## src/rtl/frame_pixel_packer.sv

```systemverilog
// frame_pixel_packer: packs a byte stream into pixels and issues addressed frame-memory writes
module frame_pixel_packer #(
  parameter int BYTES_PER_PX = 3,
  parameter int H_ACTIVE = 110,
  parameter int V_ACTIVE = 110,
  parameter int ADDR_W = 14
) (
  input  logic clk,
  input  logic reset,
  input  logic [7:0] byte_in,
  input  logic byte_valid,
  input  logic byte_sof,
  output logic byte_ready,
  output logic [8*BYTES_PER_PX-1:0] px_data,
  output logic [9:0] px_col,
  output logic [9:0] px_line,
  output logic [ADDR_W-1:0] px_addr,
  output logic px_we,
  input  logic wr_ready,
  output logic frame_done,
  output logic err_sof
);
  typedef enum logic {IDLE, ACTIVE} state_t;
  state_t state;
  logic [1:0] idx, k;
  logic [9:0] col, line, ncol, pcol, pline;
  logic [8*BYTES_PER_PX-1:0] buf_q, asm_px;
  logic take, hs, start, use_b, done_px, last, wrap;
  assign byte_ready = !reset && (state == IDLE || !(px_we && !wr_ready));
  always_comb begin
    take = byte_valid && byte_ready;
    hs = px_we && wr_ready;
    start = take && byte_sof;
    use_b = take && (byte_sof || state == ACTIVE);
    k = start ? 2'd0 : idx;
    done_px = use_b && k == 2'(BYTES_PER_PX - 1);
    last = hs && line == 10'(V_ACTIVE - 1) && col == 10'(H_ACTIVE - 1);
    wrap = last && !start;
    ncol = col == 10'(H_ACTIVE - 1) ? 10'd0 : col + 10'd1;
    pcol = start ? 10'd0 : hs ? ncol : col;
    pline = (start || last) ? 10'd0 : (hs && ncol == 10'd0) ? line + 10'd1 : line;
    asm_px = buf_q;
    asm_px[8*(BYTES_PER_PX-1-int'(k)) +: 8] = byte_in;
  end
  always_ff @(posedge clk) begin
    if (reset) begin
      state <= IDLE;
      idx <= 2'd0;
      col <= 10'd0;
      line <= 10'd0;
      buf_q <= '0;
      px_data <= '0;
      px_col <= 10'd0;
      px_line <= 10'd0;
      px_addr <= '0;
      px_we <= 1'b0;
      frame_done <= 1'b0;
      err_sof <= 1'b0;
    end else begin
      frame_done <= last;
      err_sof <= start && state == ACTIVE && (idx != 2'd0 || col != 10'd0 || line != 10'd0);
      state <= start ? ACTIVE : wrap ? IDLE : state;
      idx <= wrap ? 2'd0 : use_b ? (done_px ? 2'd0 : k + 2'd1) : idx;
      col <= pcol;
      line <= pline;
      px_we <= (done_px && !wrap) ? 1'b1 : hs ? 1'b0 : px_we;
      if (use_b) buf_q <= asm_px;
      if (done_px && !wrap) begin
        px_data <= asm_px;
        px_col <= pcol;
        px_line <= pline;
        px_addr <= ADDR_W'(int'(pline) * H_ACTIVE + int'(pcol));
      end
    end
  end
endmodule

```

## config.mk

```make
export PLATFORM = sky130hd
export DESIGN_NAME = frame_pixel_packer
export DESIGN_NICKNAME = d
export VERILOG_FILES = /design/src/rtl/frame_pixel_packer.sv
export SDC_FILE = /design/constraint.sdc
export NUM_CORES = 1
export LEC_CHECK = 0
export CAP_MARGIN = 40
export CORE_ASPECT_RATIO = 1.1
export CORE_MARGIN = 2
export CORE_UTILIZATION = 30
export DETAILED_ROUTE_END_ITERATION = 10
export PLACE_DENSITY = 0.45
export SLEW_MARGIN = 30
export SYNTH_ARGS = -nofsm -noshare
export SYNTH_HDL_FRONTEND = slang
export SYNTH_SLANG_ARGS = --single-unit
```

## constraint.sdc

```tcl
create_clock -name clk -period 6.7 [get_ports clk]
set_input_delay 1.005 -clock clk [delete_from_list [all_inputs] [get_ports clk]]
set_output_delay 1.005 -clock clk [all_outputs]
set_load 0.05 [all_outputs]
```

==> metrics.cfg <==
[clocking]
root_buffer=clkbuf_16
h-tree-depth=3
tritoncts=done
cts_sinks=107
numCtsBuffers=9
cts_max_path_buffers=2
clk_latency_ns=0.36
clk_pin_slew_ns=0.07
cts_setup_buffers=0

[synth]
netlist_instances=712
yosysTopAreaCell=dfxtp_1
ys_types=68
synthFlopType=dfxtp_1
ys_top_cells_by_count=dfxtp_1 (107), nor2_1 (102), nand2_1 (56)
ys_top_cells_by_area=dfxtp_1 (34%), ha_1 (8.4%), fa_1 (6.7%)
yosysTopAreaCellShare_pct=34.16
synth_enable_flop_cells=0
synth.most_common_cell=dfxtp_1
ys_seq_elements=107
synth.avg_cell_area_um2=8.808
synth.net_count=788
synthArstFlopShare_pct=0
yosysSeqAreaShare_pct=34.16
syn_area_um2=6271
yosysWarnings=0

[sta]
max-slew-margin-rel_pct=48.52
drv_slew=0
setup_tns_ns=0
final_hold_viol_count=0
finClkSkew_ns=0.01001
setup_viol=0
post-route-period-util_pct=91.53
whs_ns=0.4555
min_period_ns=6.133
max_freq_mhz=163.1
tightest_slew_ns=0.7721
grt_setup_unrepaired=no
setup_ws_ns=0.5675

[setup_path]
critPathMaxStageDelay_ns=0.53
critPathRequiredTime_ns=6.96
crit_type=in2reg
crit_fanout=10
crit_path_frequent_cell=inv_1
worst_ep_arrival_time_ns=6.39
cpMaxStageDelayCell=fa_1
critical_path.cell_chain=clkdlybuf4s50_1 > and2_1 > nand3_4 > or4_4 > a21oi_2 > inv_1 > fa_1 > inv_1 > fa_1 > inv_1 > fa_1 > inv_1 > ha_1 > inv_1 > o21ai_0 > xor2_1 > ha_1 > nor3_1 > a2111oi_2 > buf_4 > nand3_1 > xnor2_1 > a211oi_1
start_kind=input port
worstSetupEndpointType=register

[place]
dp_hpwl_um=13080
port_buffers=74
dp.cells=1037
place_ws_ns=0.05611
gp_congestion=0.8227

[final_layout]
drive_gt1_share_pct=11.29
final_cells=1053
n_antenna_cell=0
fillers=2081
syn_to_final_growth_pct=23.18
fin_nets=868

[global_route]
antenna_found_initial=0
grt_max_degree=62
grt_pass1_vias=5140
overflow=0
grt.total_usage_pct=15.83
grt_first_pass_wirelength_um=27680

[drt]
first_pass_iters=4
avgViaCountPerCell=4.983
wl_per_cell_um=16.14
drtIter0Drc=197
num_vias=5247
ant_nets=0
wirelength_um=17000
drc=0

[status]
status=complete, no violations

[power]
power_density_nw_per_um2=159.6
worst_ir_drop_vdd_mv=0.1231
p_leak_nw=3.010

[die]
num_rows=55
core_area_um2=20580
die_x_um=141.9
die_y_um=155.6
start_util_pct=30.48
die_area_um2=22080
ios=75

[hold_path]
hold_class=reg2reg

[run]
maxCapViolCount=0

## worst max-delay path: cells and delay by family
kind / cells / cell delay, ns
fa+ha+maj: 5 / 2.04
simple gates: 5 / 1.08
compound gates: 4 / 0.98
buf+inv: 7 / 0.96
xor+xnor: 2 / 0.31
## through the flow
stage	total power, mW	utilization (%)	cell area [um2]
2_1_floorplan	0.6869	-	6271
3_3_place_gp	0.7112	35.94	7395
3_5_place_dp	0.7118	35.94	7395
4_1_cts	1.254	37.37	7690
5_1_grt	1.287	37.54	7725
6_report	1.233	37.54	7725
## worst paths after layout
kind,start,to,slack [ns],depth (start not counted)
worst max-delay path,wr_ready,px_addr[13],0.57,23
worst min-delay path,px_col[6],px_col[6],0.46,2
worst max register to register,col[0],px_addr[13],0.58,25
worst min register to register,px_col[6],px_col[6],0.46,2
## power by group
group,total [mW],switching (mW),internal (mW)
Sequential,0.641,0.00216,0.639
Clock,0.537,0.266,0.271
Combinational,0.0555,0.0397,0.0158
Total,1.23,0.308,0.925
## cell families (layout without fill, tap and decap cells)
| group | after synthesis | count (layout) | share of synthesized area, % |
|---|---|---|---|
| DFF | 107 | 107 | 34.16 |
| xor gates and xnor gates | 35 | 35 | 5.008 |
| adders and majority gates | 63 | 63 | 15.08 |
| AOI/OAI and AO/OA | 146 | 146 | 16.84 |
| buffers and inverters | 79 | 164 | 5.307 |
| muxes | 4 | 4 | 0.6385 |
| and+or+nand+nor | 278 | 278 | 22.97 |
## layout make-up
class | instances | area (um2) | share of cell area [%]
sequential | 107 | 2143 | 27.75
clock inverter | 6 | 56.30 | 0.7289
inverter | 44 | 165.2 | 2.138
clock buffer | 10 | 239.0 | 3.094
multi-input combinational | 526 | 3837 | 49.68
tap | 256 | 320.3 | 4.146
timing repair buffer | 104 | 963.4 | 12.47
## timing repair
action / in CTS / in global routing
endpoints found under the hold margin: 0 / 0
endpoints found under the setup margin: 0 / 2
gates resized for setup: 0 / 9
hold buffers: 0 / 0
## registers in the layout, indices dropped and copies added (netlist names), 2 cells and up
| register | cells |
|---|---|
| col | 10 |
| idx | 2 |
| line | 10 |
| px_line | 10 |
| buf_q | 24 |
| px_col | 10 |
| px_data | 24 |
| px_addr | 13 |
## layout by cell type (no fill, tap or decap), types with 5 or more instances in the layout
master and instances:
o2bb2ai_1 9, nand2b_1 11, buf_4 31, xnor2_1 21
nor3_1 21, nand2_1 55, nor4_1 9, xor2_1 12
fa_1 21, o21ai_0 15, a211oi_1 11, ha_1 41
inv_1 41, a22oi_1 24, nand3b_1 5, and2_1 9
a21oi_1 33, a221oi_1 23, nand4_1 6, clkdlybuf4s50_1 73
nor3_2 21, nand3_1 11, nor2_1 101, dfxtp_1 106
clkbuf_16 9
## per-layer routing
metal,up-vias,wire length (um),track usage (%),share of wire [%]
met4,0,253,4.095,1.5
li1,2665,-,-,-
met5,-,0,0,0
met1,2474,7888,20.12,46
met3,17,486,2.548,2.9
met2,91,8368,27.90,49
No activity file was read; power rests on OpenSTA's default activity.
